### src/rtl/writeback_stage.sv
// writeback_stage: MEM/WB pipeline register with write-once-under-stall register-file
// write port, write-before-read decode bypass and a retired-instruction counter.
module writeback_stage #(
  parameter int BIT_DEPTH      = 32,
  parameter int LOG_PORT_DEPTH = 5
) (
  input  logic                      clk,
  input  logic                      rst,
  input  logic                      MemValid,
  input  logic                      RegWriteM,
  input  logic                      MemToRegM,
  input  logic [BIT_DEPTH-1:0]      ALUResultM,
  input  logic [BIT_DEPTH-1:0]      ReadDataM,
  input  logic [LOG_PORT_DEPTH-1:0] WriteRegM,
  input  logic                      Stall,
  input  logic                      Flush,
  input  logic [LOG_PORT_DEPTH-1:0] Rs,
  input  logic [LOG_PORT_DEPTH-1:0] Rt,
  input  logic [BIT_DEPTH-1:0]      RD1In,
  input  logic [BIT_DEPTH-1:0]      RD2In,
  output logic [LOG_PORT_DEPTH-1:0] RegWriteAddr,
  output logic [BIT_DEPTH-1:0]      RegWriteData,
  output logic                      RegWriteEn,
  output logic [BIT_DEPTH-1:0]      RD1Byp,
  output logic [BIT_DEPTH-1:0]      RD2Byp,
  output logic                      WbValid,
  output logic [31:0]               RetireCount
);
  logic                      valid_q, valid_d;
  logic                      reg_write_q, reg_write_d;
  logic                      mem_to_reg_q, mem_to_reg_d;
  logic [BIT_DEPTH-1:0]      alu_q, alu_d;
  logic [BIT_DEPTH-1:0]      rdata_q, rdata_d;
  logic [LOG_PORT_DEPTH-1:0] wreg_q, wreg_d;
  logic                      written_q, written_d;
  logic                      retired_q, retired_d;
  logic [31:0]               retire_cnt_q, retire_cnt_d;
  logic                      capture, renew;

  assign capture = ~Flush & ~Stall;
  assign renew   = Flush | ~Stall;

  assign RegWriteAddr = wreg_q;
  assign RegWriteData = mem_to_reg_q ? rdata_q : alu_q;
  assign RegWriteEn   = valid_q & reg_write_q & (wreg_q != '0) & ~written_q;
  assign WbValid      = valid_q;
  assign RD1Byp       = (RegWriteEn && RegWriteAddr == Rs) ? RegWriteData : RD1In;
  assign RD2Byp       = (RegWriteEn && RegWriteAddr == Rt) ? RegWriteData : RD2In;
  assign RetireCount  = retire_cnt_q;

  // retired_q marks an entry already counted while held, so non-writing
  // instructions are also counted exactly once however long they stall.
  always_comb begin
    valid_d      = Flush ? 1'b0 : Stall ? valid_q : MemValid;
    reg_write_d  = capture ? RegWriteM : reg_write_q;
    mem_to_reg_d = capture ? MemToRegM : mem_to_reg_q;
    alu_d        = capture ? ALUResultM : alu_q;
    rdata_d      = capture ? ReadDataM : rdata_q;
    wreg_d       = capture ? WriteRegM : wreg_q;
    written_d    = renew ? 1'b0 : written_q | RegWriteEn;
    retired_d    = renew ? 1'b0 : retired_q | valid_q;
    retire_cnt_d = retire_cnt_q + {31'd0, valid_q & ~retired_q};
  end

  always_ff @(posedge clk or posedge rst) begin
    if (rst) begin
      valid_q      <= 1'b0;
      reg_write_q  <= 1'b0;
      mem_to_reg_q <= 1'b0;
      alu_q        <= '0;
      rdata_q      <= '0;
      wreg_q       <= '0;
      written_q    <= 1'b0;
      retired_q    <= 1'b0;
      retire_cnt_q <= '0;
    end else begin
      valid_q      <= valid_d;
      reg_write_q  <= reg_write_d;
      mem_to_reg_q <= mem_to_reg_d;
      alu_q        <= alu_d;
      rdata_q      <= rdata_d;
      wreg_q       <= wreg_d;
      written_q    <= written_d;
      retired_q    <= retired_d;
      retire_cnt_q <= retire_cnt_d;
    end
  end
endmodule

### config.mk
export PLATFORM = sky130hd
export DESIGN_NAME = writeback_stage
export DESIGN_NICKNAME = d
export VERILOG_FILES = /design/src/rtl/writeback_stage.sv
export SDC_FILE = /design/constraint.sdc
export NUM_CORES = 1
export LEC_CHECK = 0
export CORE_ASPECT_RATIO = 0.75
export CORE_MARGIN = 4
export CORE_UTILIZATION = 37
export CTS_CLUSTER_SIZE = 24
export DETAILED_ROUTE_END_ITERATION = 12
export MAX_ROUTING_LAYER = met4
export PLACE_DENSITY = 0.85
export SETUP_SLACK_MARGIN = 0.2
export SYNTH_ARGS = -nofsm -noshare
export SYNTH_HDL_FRONTEND = slang
export SYNTH_SLANG_ARGS = --single-unit
### constraint.sdc
create_clock -name clk -period 3.9 [get_ports clk]
set_input_delay 0.975 -clock clk [delete_from_list [all_inputs] [get_ports clk]]
set_output_delay 0.975 -clock clk [all_outputs]
set_load 0.005 [all_outputs]
==> metrics.cfg, run 1 <==
[logic_synthesis]
netlist_area_um2 = 5770
synth_most_common_cell = mux2_2
synthTopCellsByCount = mux2_2 (107), dfrtp_1 (106), mux2_4 (60)
yosys.area.top_type_share_pct = 46.0
ys_top_cells_by_area = dfrtp_1 (46%), mux2_2 (21%), mux2_4 (16%)
syn_nets = 572
yosys.area.top_type = dfrtp_1
yosysWarningCount = 0
ys_ff_latch = 106
avgSynthCellArea_um2 = 13.8
syn_inst = 419
yosysUniqueCellTypes = 26
synth-seq-area-share_pct = 46.0
synth_edf_count = 0
synthFlopType = dfrtp_1
synth-async-reset-ratio_pct = 100

[finish]
multi_input_area_um2 = 3020
final_core_util_pct = 63.5
final_layout_size_suffix_gt1_share_pct = 35.7
insertedDiodeCount = 0
final_area_um2 = 9700
final_nets = 891
nFillCells = 1162
syn2layout_area_growth_pct = 68.2
finalNonFillerCells = 948
seq_area_um2 = 2660

[timing]
finalCritPeriodShare_pct = 97.3
slew_violations = 0
min_period_ps = 3800
setup_viol = 0
setup_tns_ps = 0
slew_headroom_pct = 43.5
finalHoldViolCount = 0
rsz0062_at_grt = true
tightest_slew_ps = 842
fin_ws_ps = 105
fin_skew_ps = 4.47
fmax_mhz = 263

[power]
pwr-share-comb_pct = 28.5
p_seq_share_pct = 40.9
p_per_area_nw_per_um2 = 337
switching_power_w = 0.000840
pwr-share-clk_pct = 30.6
vdd_drop_max_mv = 0.219
netSwitchingFraction_pct = 25.7
p_leak_nw = 4.10
p_int_w = 0.00243

[detailed_routing]
num_vias = 4731
wl_per_cell_um = 19.4
drt-initial-drc-count = 179
drc = 0
ant_nets = 0
drt-vias-per-instance = 4.99
routed_wl_um = 18400
drt_pass1_iterations = 4

[critical_path]
worstSetupEndpointType = output pin
critPathKind = reg -> out
cp-start-kind = register
cp_max_fo = 5
cp.required_ps = 2920
worstPathArrival_ps = 2820

[clock_network]
clockBufferDepth = 2
cts.sinks = 106
insertion_delay_ps = 350
cts_tree = built
cts.clk_slew.worst_paths_ps = 70
hold_buffers = 0
cts_buffers = 9
root_buffer = clkbuf_16
h-tree-depth = 3

[grt]
grt_max_degree = 65
grt_pass1_vias = 5019
grt_use_total_pct = 20.7
antenna_found_initial = 0
grt_pass1_wl_um = 27800
grt_overflow = 0

[placement]
hpwl_um = 13200
placed_area_um2 = 8860
pre_cts_ws_ps = -316
gp_congestion = 0.907
io_buffers = 284
placedCellCount = 899

[floorplanning]
ioPinCount = 285
die_area_um2 = 17700
start_util_pct = 37.8
rows = 39
fp.coreArea_um2 = 15300
die_h_um = 116
die_w_um = 152

[outcome]
status = finished, final reports clean

[run]
cap_viol_max_count = 0

[hold_path]
hold_class = reg -> reg

[worst paths after layout]
kind	start	to	slack, ps	cells past startpoint
setup / recovery	RegWriteAddr[3]$_DFFE_PP0P_	RD1Byp[23]	100	11
hold / removal	RetireCount[31]$_DFF_PP0_	RetireCount[31]$_DFF_PP0_	480	1
setup reg to reg	WbValid$_DFFE_PP0N_	RetireCount[14]$_DFF_PP0_	1380	7
hold reg to reg	RetireCount[31]$_DFF_PP0_	RetireCount[31]$_DFF_PP0_	480	1
max in group asynchronous	rst	mem_to_reg_q$_DFFE_PP0P_	2050	3
min in group asynchronous	rst	rdata_q[4]$_DFFE_PP0P_	1140	3
[critical path: stages (launching register included)]
cell       delay, ps
dfrtp_2          430
or4_4            580
o2111ai_4        270
nor4_4            60
buf_6            130
buf_12           120
buf_12           110
buf_16           120
buf_12           130
buf_8            120
mux2_4           290
buf_6            110
[cell families (layout without fill, tap and decap cells)]
group / Yosys count / count (layout) / synth area share, %
compound gates: 3 / 3 / 0.672
xor+xnor: 40 / 40 / 6.07
fa+ha+maj: 3 / 3 / 0.651
buf+inv: 24 / 348 / 2.34
flops: 106 / 106 / 46.0
mux: 168 / 168 / 36.7
simple gates: 75 / 75 / 7.59
[stage by stage]
stage	hold WS, ps	power [W]
2_1_floorplan	465	0.00174
3_3_place_gp	465	0.00225
3_5_place_dp	472	0.00229
4_1_cts	483	0.00331
5_1_grt	501	0.00343
6_report	485	0.00327
[layout make-up]
| cell class | instances | area share, % |
|---|---|---|
| clock buffers | 10 | 2.46 |
| inverters | 6 | 0.271 |
| repair buffers | 326 | 35.1 |
| multi-input cells | 289 | 31.1 |
| clock inverters | 6 | 0.993 |
| well taps | 205 | 2.64 |
| flip-flops and latches | 106 | 27.4 |
[per-layer routing]
layer	up-vias	wire, um	GRT usage [%]
met5	-	0	-
met4	0	427	6.71
met3	24	1030	4.15
met2	207	9410	35.8
met1	2349	7490	24.8
li1	2151	-	-
[flip-flops by register name (all words and copies together) (netlist names), 5 cells and up]
register,count
RetireCount,32
alu_q,32
rdata_q,32
RegWriteAddr,5
[cell usage in the layout (no fill, tap or decap), types with 5 or more instances in the layout]
master | netlist | layout
and3_1 | 5 | 5
buf_12 | 0 | 11
buf_16 | 0 | 7
buf_2 | 0 | 6
buf_4 | 0 | 16
buf_6 | 6 | 23
clkbuf_16 | 0 | 9
clkdlybuf4s15_1 | 0 | 14
clkdlybuf4s50_1 | 0 | 210
dfrtp_1 | 106 | 102
dlygate4sd2_1 | 0 | 34
inv_1 | 6 | 5
mux2_2 | 107 | 107
mux2_4 | 60 | 60
nand2_1 | 10 | 10
nand3_1 | 14 | 14
nand4_1 | 12 | 12
nor2_1 | 9 | 8
nor3_1 | 9 | 9
nor4_1 | 5 | 5
xnor2_1 | 22 | 22
xor2_1 | 18 | 14
[power by group through the flow]
stage	combinational [W]	sequential [W]	clock, W
after detailed placement	0.000927	0.00136	0
final	0.000933	0.00134	0.00100
after global placement	0.000906	0.00135	0
after CTS	0.000943	0.00134	0.00103
after floorplan	0.000399	0.00134	0
after global routing	0.000995	0.00136	0.00108
[what timing repair did]
action / 4_1_cts / 5_1_grt
endpoints found under the hold margin: 0 / 0
gates resized for setup: 207 / 6
setup endpoints to repair: 64 / 62
gates cloned: 7 / 0
setup buffers: 26 / 0
pin swaps: 10 / 7
(Power assumes the default switching activity.)
==> run 2: changes to the inputs <==
CORE_UTILIZATION = 58   (was 37)
DONT_BUFFER_PORTS = 1   (was unset)
PLACE_DENSITY = 0.76   (was 0.85)
SKIP_CTS_REPAIR_TIMING = 1   (was unset)
==> run 2 against run 1 <==
  * Routed wire length decreased by 24%
  * Sequential power about the same
  * Setup slack improved by 440 ps
  * Count of clock-buffer cells in the layout increased by 1
  * Clock skew decreased by 1.1 ps
  * Via count decreased by 27%
  * Global-route usage increased by 3.2 points
  * Critical path type is now in -> out
  * Largest power group unchanged
  * Highest routed layer unchanged
==> metrics.cfg, run 2 (synthesized netlist as in run 1, its figures left out) <==
[finish]
final_area_um2 = 6230  ; -36%
syn2layout_area_growth_pct = 7.96
final_layout_size_suffix_gt1_share_pct = 46.0  ; +10 points
layout_common_cells = mux2_2 (107), dfrtp_1 (106), mux2_4 (60)
final_nets = 572  ; -36%
nFillCells = 745  ; -36%
insertedDiodeCount = 0  ; unchanged
final_common_cell = mux2_2

[critical_path]
cp_slowest_cell = mux2_2
path_cells = xnor2_1, nand3_1, nor4_4, buf_12, mux2_2
cp-start-kind = input port
critPathKind = in -> out
rr_endpoint = RetireCount[14]$_DFF_PP0_
cp.required_ps = 2920  ; about the same
r2r-start = WbValid$_DFFE_PP0N_
r2r_setup_slack_ps = 1310  ; -70 ps
worstPathArrival_ps = 2380  ; -440 ps
cp-endpoint = RD2Byp[31]
rr_worst_depth = 7  ; unchanged
slowest_delay_ps = 390  ; -190 ps
cp_max_fo = 32  ; +27
worstSetupEndpointType = output pin
crit_buf_inv = 1  ; -6
cp.depth = 5  ; -6
crit_start = Rt[0]
cp_top_family = simple AND/OR/NAND/NOR gates

[detailed_routing]
num_vias = 3440  ; -27%
wl_per_cell_um = 25.1  ; +30%
drt-initial-drc-count = 220  ; +23%
drc = 0  ; unchanged
ant_nets = 0  ; unchanged
drt_pass1_iterations = 5  ; +1
routed_wl_um = 13900  ; -24%
drt-vias-per-instance = 6.21  ; +24%

[floorplanning]
rows = 31  ; -21%
ioPinCount = 285  ; unchanged
die_w_um = 123  ; -19%
die_h_um = 94.4  ; -19%
die_area_um2 = 11600  ; -34%
start_util_pct = 59.5  ; +22 points
fp.coreArea_um2 = 9700  ; -37%

[outcome]
status = finished, final reports clean

[timing]
tightest_slew_ps = 917  ; +74.9 ps
setup_viol = 0  ; unchanged
finalCritPeriodShare_pct = 86.1  ; -11 points
setup_tns_ps = 0  ; unchanged
fin_skew_ps = 3.33  ; -1.14 ps
rsz0062_at_grt = false
finalHoldViolCount = 0  ; unchanged
slew_violations = 0  ; unchanged
min_period_ps = 3360  ; -439 ps
fmax_mhz = 298  ; +13%
slew_headroom_pct = 38.4  ; -5.0 points

[power]
pwr-share-clk_pct = 32.7  ; +2.1 points
pwr-share-comb_pct = 17.7  ; -11 points
p_total_w = 0.00274  ; -16%
p_seq_share_pct = 49.6  ; +8.7 points
vdd_drop_max_mv = 0.293  ; +34%
p_leak_nw = 2.64  ; -35%
p_int_w = 0.00201  ; -17%
switching_power_w = 0.000722  ; -14%
p_per_area_nw_per_um2 = 439  ; +30%
netSwitchingFraction_pct = 26.4  ; +0.72 points

[clock_network]
clockBufferDepth = 2  ; unchanged
h-tree-depth = 3  ; unchanged
cts_buffers = 9  ; unchanged
cts.sinks = 106  ; unchanged
root_buffer = clkbuf_16
cts.clk_slew.worst_paths_ps = 60  ; about the same
insertion_delay_ps = 330  ; -20 ps
cts_tree = built

[grt]
grt_use_total_pct = 23.9  ; +3.2 points
grt_max_degree = 45  ; -31%
grt_overflow = 0  ; unchanged
grt_pass1_wl_um = 20500  ; -26%
antenna_found_initial = 0  ; unchanged
grt_pass1_vias = 3715  ; -26%

[hold_path]
hold_class = reg -> reg
worstHoldStart = RetireCount[31]$_DFF_PP0_

[run]
cap_viol_max_count = 0  ; unchanged

[placement]
io_buffers = 0  ; -100%
placed_area_um2 = 5930  ; -33%
gp_congestion = 0.862  ; -5.0%
hpwl_um = 10800  ; -18%

-- run 2: cell count changes in the layout (fill, tap and decap cells not counted), sizes merged --
cell | before | now
bufinv | 2 | 1
clkinv | 1 | 2
buf | 65 | 7
clkdlybuf4s15 | 14 | 0
inv | 7 | 5
clkbuf | 13 | 11
clkinvlp | 2 | 1
clkdlybuf4s50 | 210 | 0
dlygate4sd2 | 34 | 0
-- run 2: per-stage QoR --
step	worst slack [ps]	hold slack [ps]	utilization [%]	instances
floorplan	766	465	-	419
global placement	656	483	61.2	540
detailed placement	542	488	61.2	540
CTS	538	507	64.2	554
global route	485	512	64.2	554
finish	543	501	64.2	554
-- run 2: worst min path at each step --
stage	end	slack [ps]	cells past startpoint
global placement	retired_q$_DFF_PP0_	480	2
floorplan	RetireCount[31]$_DFF_PP0_	460	1
global route	RetireCount[31]$_DFF_PP0_	510	1
CTS	alu_q[5]$_DFFE_PP0P_	510	1
finish	RetireCount[31]$_DFF_PP0_	500	1
detailed placement	retired_q$_DFF_PP0_	490	2
-- run 2: power by group through the flow --
stage               registers (W)  clock network [W]  logic (W)
floorplan                 0.00134                  0   0.000399
global placement          0.00137                  0   0.000477
detailed placement        0.00138                  0   0.000493
CTS                       0.00136           0.000915   0.000494
global route              0.00138           0.000965   0.000530
finish                    0.00136           0.000894   0.000485
-- run 2: final cells by class --
class	count	area (um^2)	share of cell area, %
inverter	6	26.3	0.422
timing repair buffer	7	103	1.65
clock buffer	11	253	4.06
clock inverter	3	40.0	0.643
sequential	106	2650	42.6
multi-input combinational	289	2990	48.0
tap	132	165	2.65
-- run 2: per-layer routing --
layer	share of wire, %	track usage [%]	routed length, um	up-vias
li1	-	-	-	1512
met1	37	27.5	5140	1711
met2	52	41.1	7260	199
met3	9.5	6.71	1320	18
met4	1.5	7.10	205	0
met5	0	-	0	-
-- run 2: worst register-to-register path: stages, from the launching register on --
cell,delay (ps)
dfrtp_1,510
nor2b_1,230
ha_1,210
ha_1,250
nand2_1,160
nor3_1,740
nand4_1,220
xnor2_1,170
==> run 3: changes to the inputs <==
ABC_AREA = 1   (was unset)
CAP_MARGIN = 5   (was unset)
PLACE_DENSITY = 0.84   (was 0.76)
==> run 3 against run 2 <==
  * Area after synthesis grew 4.5%
  * Largest power group unchanged
  * Die area grew 4.2%
  * Critical path type unchanged
  * Sequential power shrank 3%
  * Power shrank 4.9%
  * Count of clock-buffer cells in the layout grew 2
  * Hold slack lost 33 ps
  * Synthesized cell count grew 110%
==> metrics.cfg, run 3 <==
[outcome]
status = finished, final reports clean

[grt]
grt_pass1_vias = 5103  ; +37%
antenna_found_initial = 0  ; unchanged
grt_max_degree = 110  ; +140%
grt_overflow = 0  ; unchanged
grt_use_total_pct = 29.1  ; +5.2 points
grt_pass1_wl_um = 26800  ; +30%

[critical_path]
cp_max_fo = 32  ; unchanged
cp-start-kind = input port
worstPathArrival_ps = 2320  ; -60 ps
r2r_setup_slack_ps = 1510  ; +200 ps
critPathKind = in -> out
rr_endpoint = RetireCount[30]$_DFF_PP0_
cp.required_ps = 2920  ; about the same
worstSetupEndpointType = output pin
r2r-start = WbValid$_DFFE_PP0N_
rr_worst_depth = 10  ; +3

[clock_network]
h-tree-depth = 3  ; unchanged
cts.sinks = 106  ; unchanged
cts_tree = built
cts.clk_slew.worst_paths_ps = 60  ; about the same
clockBufferDepth = 2  ; unchanged
cts_buffers = 9  ; unchanged
insertion_delay_ps = 340  ; about the same
root_buffer = clkbuf_16

[finish]
nFillCells = 908  ; +22%
syn2layout_area_growth_pct = 5.00
layout_common_cells = nand2_1 (403), dfrtp_1 (105), nand3_1 (72)
final_nets = 997  ; +74%
final_layout_size_suffix_gt1_share_pct = 4.95  ; -41 points
final_area_um2 = 6330  ; +1.6%
insertedDiodeCount = 0  ; unchanged
final_common_cell = nand2_1

[logic_synthesis]
synthFlopType = dfrtp_1
syn_nets = 1018  ; +78%
ys_top_cells_by_area = dfrtp_1 (44%), nand2_1 (25%), nand3_1 (6.0%)
netlist_area_um2 = 6030  ; +4.5%
synthTopCellsByCount = nand2_1 (403), dfrtp_1 (106), nand3_1 (72)
synth_most_common_cell = nand2_1
yosys.area.top_type_share_pct = 44.0  ; -2.0 points
synth_edf_count = 0  ; unchanged
synth-async-reset-ratio_pct = 100  ; unchanged
yosys.area.top_type = dfrtp_1
syn_inst = 865  ; +110%
yosysWarningCount = 0  ; unchanged
yosysUniqueCellTypes = 29  ; +12%
ys_ff_latch = 106  ; unchanged
synth-seq-area-share_pct = 44.0  ; -2.0 points
avgSynthCellArea_um2 = 6.97  ; -49%

[timing]
slew_headroom_pct = 27.4  ; -11 points
finalHoldViolCount = 0  ; unchanged
setup_tns_ps = 0  ; unchanged
setup_viol = 0  ; unchanged
rsz0062_at_grt = false
finalCritPeriodShare_pct = 84.6  ; -1.5 points
fmax_mhz = 303  ; +1.8%
slew_violations = 0  ; unchanged
tightest_slew_ps = 1080  ; +166 ps
fin_skew_ps = 8.05  ; +4.72 ps
min_period_ps = 3300  ; -58.5 ps

[detailed_routing]
ant_nets = 0  ; unchanged
routed_wl_um = 17500  ; +25%
drc = 0  ; unchanged
drt_pass1_iterations = 7  ; +2
drt-vias-per-instance = 5.50  ; -11%
drt-initial-drc-count = 442  ; +100%
wl_per_cell_um = 17.8  ; -29%
num_vias = 5392  ; +57%

[power]
p_leak_nw = 3.22  ; +22%
vdd_drop_max_mv = 0.320  ; +9.4%
p_per_area_nw_per_um2 = 411  ; -6.4%

[hold_path]
hold_class = reg -> reg
hold_path_end = rdata_q[18]$_DFFE_PP0P_
whs_path_depth = 2  ; +1
worstHoldStart = rdata_q[18]$_DFFE_PP0P_

[floorplanning]
die_w_um = 126  ; +2.1%
die_area_um2 = 12100  ; +4.2%
start_util_pct = 60.9  ; +1.5 points
ioPinCount = 285  ; unchanged
die_h_um = 96.3  ; +2.0%
fp.coreArea_um2 = 9890  ; +2.0%
rows = 31  ; unchanged

[placement]
io_buffers = 0  ; unchanged
hpwl_um = 13200  ; +22%
placed_area_um2 = 6040  ; +1.9%
gp_congestion = 0.954  ; +11%

[run]
cap_viol_max_count = 0  ; unchanged

==> run 3: changes by cell type after synthesis, sizes merged, moves of 15 or more <==
cell	previous run	this run
nand2	10	406
mux2	167	0
o21ai	0	73
inv	6	76
nand3	14	73
nor2	9	47
buf	6	29
xnor2	22	7
==> run 3: cell type report <==
| type | instances | area [um^2] | area share [%] |
|---|---|---|---|
| clock buffers | 13 | 260 | 4.11 |
| clock inverters | 3 | 23.8 | 0.376 |
| inverters | 77 | 293 | 4.63 |
| multi-input cells | 641 | 2840 | 44.9 |
| flip-flops and latches | 106 | 2650 | 41.9 |
| well taps | 132 | 165 | 2.61 |
| repair buffers | 9 | 92.6 | 1.46 |
==> run 3: logic make-up (layout without fill, tap and decap cells) <==
family,after synthesis,in the layout,synth area share [%]
buffers and inverters,118,102,8.99
xor gates and xnor gates,22,22,3.20
and+or+nand+nor,541,541,36.7
adders and majority gates,3,3,0.623
AOI/OAI and AO/OA,75,75,6.46
DFF,106,106,44.0
==> run 3: routing by layer <==
layer | global-route usage, % | vias to the layer above | part of all wire, %
met5 | - | - | 0
met4 | 7.40 | 0 | 1.7
met3 | 5.60 | 22 | 8.2
met2 | 49.2 | 261 | 50
met1 | 36.8 | 2477 | 40
li1 | - | 2632 | -
==> run 3: worst max path at each step <==
| stage | cells after the start | endpoint | from | slack, ps |
|---|---|---|---|---|
| after floorplan | 10 | RD2Byp[10] | Rt[4] | 1210 |
| after global placement | 9 | RD2Byp[25] | Rt[4] | 720 |
| after detailed placement | 9 | RD2Byp[14] | Rt[4] | 640 |
| after CTS | 7 | RD1Byp[6] | RegWriteAddr[1]$_DFFE_PP0P_ | 640 |
| after global routing | 7 | RD1Byp[10] | RegWriteAddr[4]$_DFFE_PP0P_ | 450 |
| final | 9 | RD2Byp[14] | Rt[4] | 600 |
==> run 3: per-stage QoR <==
stage / hold slack (ps) / setup slack, ps / instances / total power (W) / util [%]
final: 469 / 602 / 981 / 0.00260 / 64.0
after detailed placement: 459 / 645 / 965 / 0.00176 / 61.1
after global routing: 497 / 449 / 981 / 0.00275 / 64.0
after CTS: 475 / 640 / 981 / 0.00262 / 64.0
after global placement: 454 / 717 / 965 / 0.00174 / 61.1
after floorplan: 442 / 1210 / 865 / 0.00163 / -
==> run 3: report_power, final <==
part           switching, W  internal, W
Sequential         0.000103      0.00122
Clock              0.000393     0.000470
Combinational      0.000297     0.000119
Total              0.000794      0.00181
==> run 3: critical path, cell delays in order <==
cell,delay [ps]
inv_1,20
nand2_1,50
nand2_1,50
nor2_1,90
nand2_1,80
nor2_4,390
nand2_4,390
nand2_1,180
nand2_1,90
==> variant 1: new RTL, flow settings as in run 3 <==
Change the parameter `LOG_PORT_DEPTH` from 5 to 6.
--- a/src/rtl/writeback_stage.sv
+++ b/src/rtl/writeback_stage.sv
@@ -2,7 +2,7 @@
 // write port, write-before-read decode bypass and a retired-instruction counter.
 module writeback_stage #(
   parameter int BIT_DEPTH      = 32,
-  parameter int LOG_PORT_DEPTH = 5
+  parameter int LOG_PORT_DEPTH = 6
 ) (
   input  logic                      clk,
   input  logic                      rst,
Ports: changed (resized RegWriteAddr, Rs, Rt and WriteRegM); port bits go from 285 to 289. The function was not compared with the original's and may differ.
==> variant 1 against run 3 <==
Worst setup slack improved by 0.13 ns. Cell area increased by 12%. Clock skew increased by 0.00059 ns. Total power increased by 4.4%. Combinational power increased by 16%. Via count increased by 12%. Final cell count increased by 13%. Critical path depth decreased by 1. Sequential cell count increased by 1. Largest power group unchanged. Sequential share of layout area decreased by 4.1 points. Register-to-register slack improved by 0.10 ns. Clock power increased by 4.1%. Routed wire length increased by 12%. Synthesized area increased by 13%.
==> variant 1: results (changes against run 3) <==
routed wire length - 19,600 um (was 17,500 um)
leakage power - 3.62 nW (was 3.22 nW)
most frequent cells after synthesis - nand2_1 (354), inv_1 (144), dfrtp_1 (107), nand3_1 (76), o21ai_0 (73) (was nand2_1 (403), dfrtp_1 (106), nand3_1 (72), inv_1 (71), o21ai_0 (69))
number of global-route vias before repair - 5,675 (was 5,103)
crit-path max FO - 21 (was 32)
IO Port Bufs - 0 (unchanged)
Max-slew headroom - 46.6% (was 27.4%)
GP Congestion - 0.954 (about the same)
Skew-Pair Late Insertion Delay - 0.34 ns (about the same)
Hold Path Origin - rdata_q[5]$_DFFE_PP0P_ (was rdata_q[18]$_DFFE_PP0P_)
total track usage - 28.8% (was 29.1%)
layout cells sized above 1 - 7.26% (was 4.95%)
final clock skew - 0.00864 ns (was 0.00805 ns)
Synthesis Warnings - 0 (unchanged)
initial antenna violation count - 1 (was 0)
r2r startpoint - WbValid$_DFFE_PP0N_ (unchanged)
CP Data Arrival Time - 2.20 ns (was 2.32 ns)
Hold Slack - 0.470 ns (was 0.469 ns)
worst stage delay on the critical path - 0.35 ns (was 0.39 ns)
Clock transition at path regs - 0.06 ns (about the same)
Async SR Flop Fraction - 100% (unchanged)
outcome - completed (unchanged)
vias after detailed routing - 6,050 (was 5,392)
VDD IR-drop max - 0.301 mV (was 0.320 mV)
crit path from - Rt[4] (unchanged)
total CTS buffers - 9 (unchanged)
maximum clock path buffer count - 2 (unchanged)
register area share after synthesis - 39.3% (was 44.0%)
buffer type at the clock tree root - clkbuf_16 (unchanged)
Syn Nets - 1,122 (was 1,018)
library cells used by synthesis - 26 (was 29)
largest net degree at the start of global routing - 54 (was 110)
Iter 0 DRT Violations - 420 (was 442)
CP max-delay cell - nand3_2 (was nor2_4)
H-tree Lvls - 3 (unchanged)
Final HPWL DP - 14,800 um (was 13,200 um)
setup_tns - 0 ns (unchanged)
largest cells by area after synthesis - dfrtp_1 (39%), nand2_1 (19%), inv_1 (7.9%) (was dfrtp_1 (44%), nand2_1 (25%), nand3_1 (6.0%))
Reg2Reg Setup Slack - 1.61 ns (was 1.51 ns)
first-pass GRT wire length - 30,000 um (was 26,800 um)
DRT Pass-1 Iters - 5 (was 7)
CP top delay family - simple AND/OR/NAND/NOR gates (unchanged)
worst hold path type - reg -> reg (unchanged)
Fill cells - 1,031 (was 908)
variant 1: changes by cell type after synthesis, moves of 5 or more:
cell,change
nor2_2,+6
o21bai_1,+50
o21bai_2,+14
inv_1,+73
clkbuf_8,+6
buf_6,+9
buf_2,+5
buf_4,-6
nand2_1,-49
variant 1: final cells by class:
| type | count | area share [%] |
|---|---|---|
| Timing Repair Buffer | 16 | 1.87 |
| Multi-Input combinational cell | 660 | 45.3 |
| Tap cell | 157 | 2.77 |
| Inverter | 151 | 8.06 |
| Sequential cell | 107 | 37.8 |
| Clock buffer | 11 | 3.29 |
| Antenna cell | 1 | 0.0353 |
| Clock inverter | 5 | 0.884 |
variant 1: per-layer routing:
layer	part of all wire, %	global-route usage (%)	vias to the layer above
met5	0	-	-
met4	2.5	9.64	0
met3	9.1	7.43	32
met2	48	48.2	311
met1	40	34.4	2789
li1	-	-	2918
variant 1: worst register-to-register path, stage by stage, from the launching register on:
cell and delay, ns:
dfrtp_1 0.44, inv_1 0.08, nor2_1 0.27, ha_1 0.25, ha_1 0.23, nand3_1 0.22, inv_1 0.13, nand2_1 0.09
nor2_2 0.24, nand2_1 0.10, xnor2_1 0.13
variant 1: where the power goes:
group	internal, mW	switching (mW)
Combinational	0.146	0.337
Sequential	1.23	0.105
Clock	0.502	0.396
variant 1: cells by family after synthesis:
| family | share of synthesized area (%) |
|---|---|
| AOI/OAI and AO/OA | 13.2 |
| xor gates and xnor gates | 2.57 |
| adders and majority gates | 0.551 |
| buffers and inverters | 14.0 |
| DFF | 39.3 |
| and+or+nand+nor | 30.3 |
variant 1: worst paths after layout:
check	endpoint	cells past startpoint
max in group asynchronous	alu_q[4]$_DFFE_PP0P_	2
min in group asynchronous	rdata_q[19]$_DFFE_PP0P_	1
hold / removal	rdata_q[5]$_DFFE_PP0P_	2
setup / recovery	RD2Byp[0]	8
hold reg to reg	rdata_q[5]$_DFFE_PP0P_	2
setup reg to reg	RetireCount[22]$_DFF_PP0_	10
variant 1: through the flow:
step / instances / setup slack, ns / cell area [um2]
final: 1108 / 0.729 / 7080
after global routing: 1108 / 0.612 / 7080
after CTS: 1107 / 0.731 / 7080
after detailed placement: 1091 / 0.746 / 6780
after global placement: 1091 / 0.783 / 6780
after floorplan: 966 / 1.20 / 6820
==> variant 2: new RTL, config.mk and constraints of run 3 <==
Made on the original files. `rdata_q` no longer has a reset.
--- a/src/rtl/writeback_stage.sv
+++ b/src/rtl/writeback_stage.sv
@@ -68,7 +68,6 @@
       reg_write_q  <= 1'b0;
       mem_to_reg_q <= 1'b0;
       alu_q        <= '0;
-      rdata_q      <= '0;
       wreg_q       <= '0;
       written_q    <= 1'b0;
       retired_q    <= 1'b0;
@@ -78,12 +77,15 @@
       reg_write_q  <= reg_write_d;
       mem_to_reg_q <= mem_to_reg_d;
       alu_q        <= alu_d;
-      rdata_q      <= rdata_d;
       wreg_q       <= wreg_d;
       written_q    <= written_d;
       retired_q    <= retired_d;
       retire_cnt_q <= retire_cnt_d;
     end
   end
+
+  always_ff @(posedge clk) begin
+    rdata_q <= rdata_d;
+  end
 endmodule
 
Behaviour: same outputs for any inputs over 10 cycles, from zero or initial values and one cycle with rst high; that may be too few to reach the edited logic, so the function may still have changed.
==> variant 2 against run 3 <==
Critical path depth down 3. Highest routed layer unchanged. Clock power down 3.0%. Total power down 3.1%. Synthesized area down 5.4%. Register-to-register slack better by 0.05 ns. Count of clock-buffer cells in the layout down 1. Clock skew down 0.0022 ns. First-iteration DRC count up 15%. Routed wire length down 5.8%. Worst setup slack worse by 0.046 ns. Cell area down 5.2%. Sequential cell count unchanged. Global-route usage down 0.68 points.
==> variant 2: results (changes against run 3) <==
outcome - completed (unchanged)
XOR/XNOR Fraction of Synth Area - 3.23% (was 3.20%)
Syn Nets - 902 (was 1,018)
Synth Area in Compound Gates - 6.78% (was 6.46%)
first-pass GRT wire length - 24,200 um (was 26,800 um)
final clock skew - 0.00588 ns (was 0.00805 ns)
library cells used by synthesis - 26 (was 29)
H-tree Lvls - 3 (unchanged)
Post-DP Area - 5720 um2 (was 6040 um2)
total CTS buffers - 9 (unchanged)
Final HPWL DP - 12,500 um (was 13,200 um)
mux share of post-synthesis cell area - 0% (unchanged)
worst hold path type - reg -> reg (unchanged)
Max-slew headroom - 33.0% (was 27.4%)
worst stage delay on the critical path - 0.53 ns (was 0.39 ns)
Reg2Reg Setup Slack - 1.56 ns (was 1.51 ns)
register area share after synthesis - 49.3% (was 44.0%)
Fill cells - 820 (was 908)
number of global-route vias before repair - 4,690 (was 5,103)
IO Port Bufs - 0 (unchanged)
largest cells by area after synthesis - dfrtp_1 (32%), nand2_1 (20%), edfxtp_1 (17%) (was dfrtp_1 (44%), nand2_1 (25%), nand3_1 (6.0%))
GP Congestion - 0.961 (was 0.954)
post-synthesis adder-cell area fraction - 0.658% (was 0.623%)
Iter 0 DRT Violations - 507 (was 442)
Placed Cells - 853 (was 965)
total track usage - 28.5% (was 29.1%)
maximum clock path buffer count - 2 (unchanged)
DRT Pass-1 Iters - 7 (unchanged)
CP Data Arrival Time - 2.37 ns (was 2.32 ns)
leakage power - 2.80 nW (was 3.22 nW)
Post-synth EDFFs - 32 (was 0)
routed wire length - 16,400 um (was 17,500 um)
layout cells sized above 1 - 4.75% (was 4.95%)
Post-Layout Cell Count - 870 (was 981)
VDD IR-drop max - 0.453 mV (was 0.320 mV)
CP max-delay cell - buf_4 (was nor2_4)
# nets final - 885 (was 997)
Async SR Flop Fraction - 69.8% (was 100%)
most frequent cells after synthesis - nand2_1 (301), nand3_1 (77), dfrtp_1 (74), inv_1 (67), o21ai_0 (66) (was nand2_1 (403), dfrtp_1 (106), nand3_1 (72), inv_1 (71), o21ai_0 (69))
cell count after synthesis - 749 (was 865)
vias after detailed routing - 5,004 (was 5,392)
crit-path max FO - 58 (was 32)
largest net degree at the start of global routing - 66 (was 110)
initial antenna violation count - 1 (was 0)
[variant 2: kinds of logic after synthesis]
family / Yosys count
AND/OR/NAND/NOR: 437
buffers and inverters: 106
flip-flops: 106
AO/OA/AOI/OAI: 76
XOR/XNOR: 21
adder cells (fa/ha/maj): 3
[variant 2: area by class of cell]
type	instances	area share (%)
antenna	1	0.0417
clock buffer	12	4.11
clock inverter	4	0.438
inverter	72	4.53
multi-input combinational	537	40.5
sequential	106	46.9
tap	132	2.75
timing repair buffer	6	0.751
[variant 2: worst paths after layout]
check,startpoint,to,cells after the start
max reg2reg,WbValid$_DFFE_PP0N_,RetireCount[26]$_DFF_PP0_,11
min reg2reg,reg_write_q$_DFFE_PP0P_,reg_write_q$_DFFE_PP0P_,2
min,reg_write_q$_DFFE_PP0P_,reg_write_q$_DFFE_PP0P_,2
max in group asynchronous,rst,mem_to_reg_q$_DFFE_PP0P_,2
min in group asynchronous,rst,RetireCount[1]$_DFF_PP0_,1
max,WbValid$_DFFE_PP0N_,RD1Byp[15],6
[variant 2: critical path, delay by kind of cell, from the launching register on]
kind | cells | cell delay, ns
AND/OR/NAND/NOR | 4 | 0.75
flip-flops | 1 | 0.49
AO/OA/AOI/OAI | 1 | 0.22
buffers and inverters | 1 | 0.53
[variant 2: power by group]
group          total, mW  switching (mW)  internal [mW]
Sequential          1.34          0.0908           1.25
Combinational      0.343           0.250         0.0924
Clock              0.837           0.385          0.452
[variant 2: through the flow]
stage	util, %	setup WS [ns]	hold slack [ns]	power (mW)
5_1_grt	62.4	0.496	0.511	2.65
3_5_place_dp	59.5	0.827	0.486	1.71
2_1_floorplan	-	1.04	0.442	1.60
6_report	62.4	0.556	0.503	2.52
4_1_cts	62.3	0.636	0.502	2.54
3_3_place_gp	59.5	0.895	0.463	1.69
[variant 2: routing by layer]
layer | routed length, um | global-route usage [%] | vias up | share of wire, %
met3 | 1840 | 9.27 | 33 | 11
met1 | 6320 | 34.5 | 2329 | 38
li1 | - | - | 2339 | -
met2 | 7880 | 45.8 | 303 | 48
met5 | 0 | - | - | 0
met4 | 408 | 8.57 | 0 | 2.5
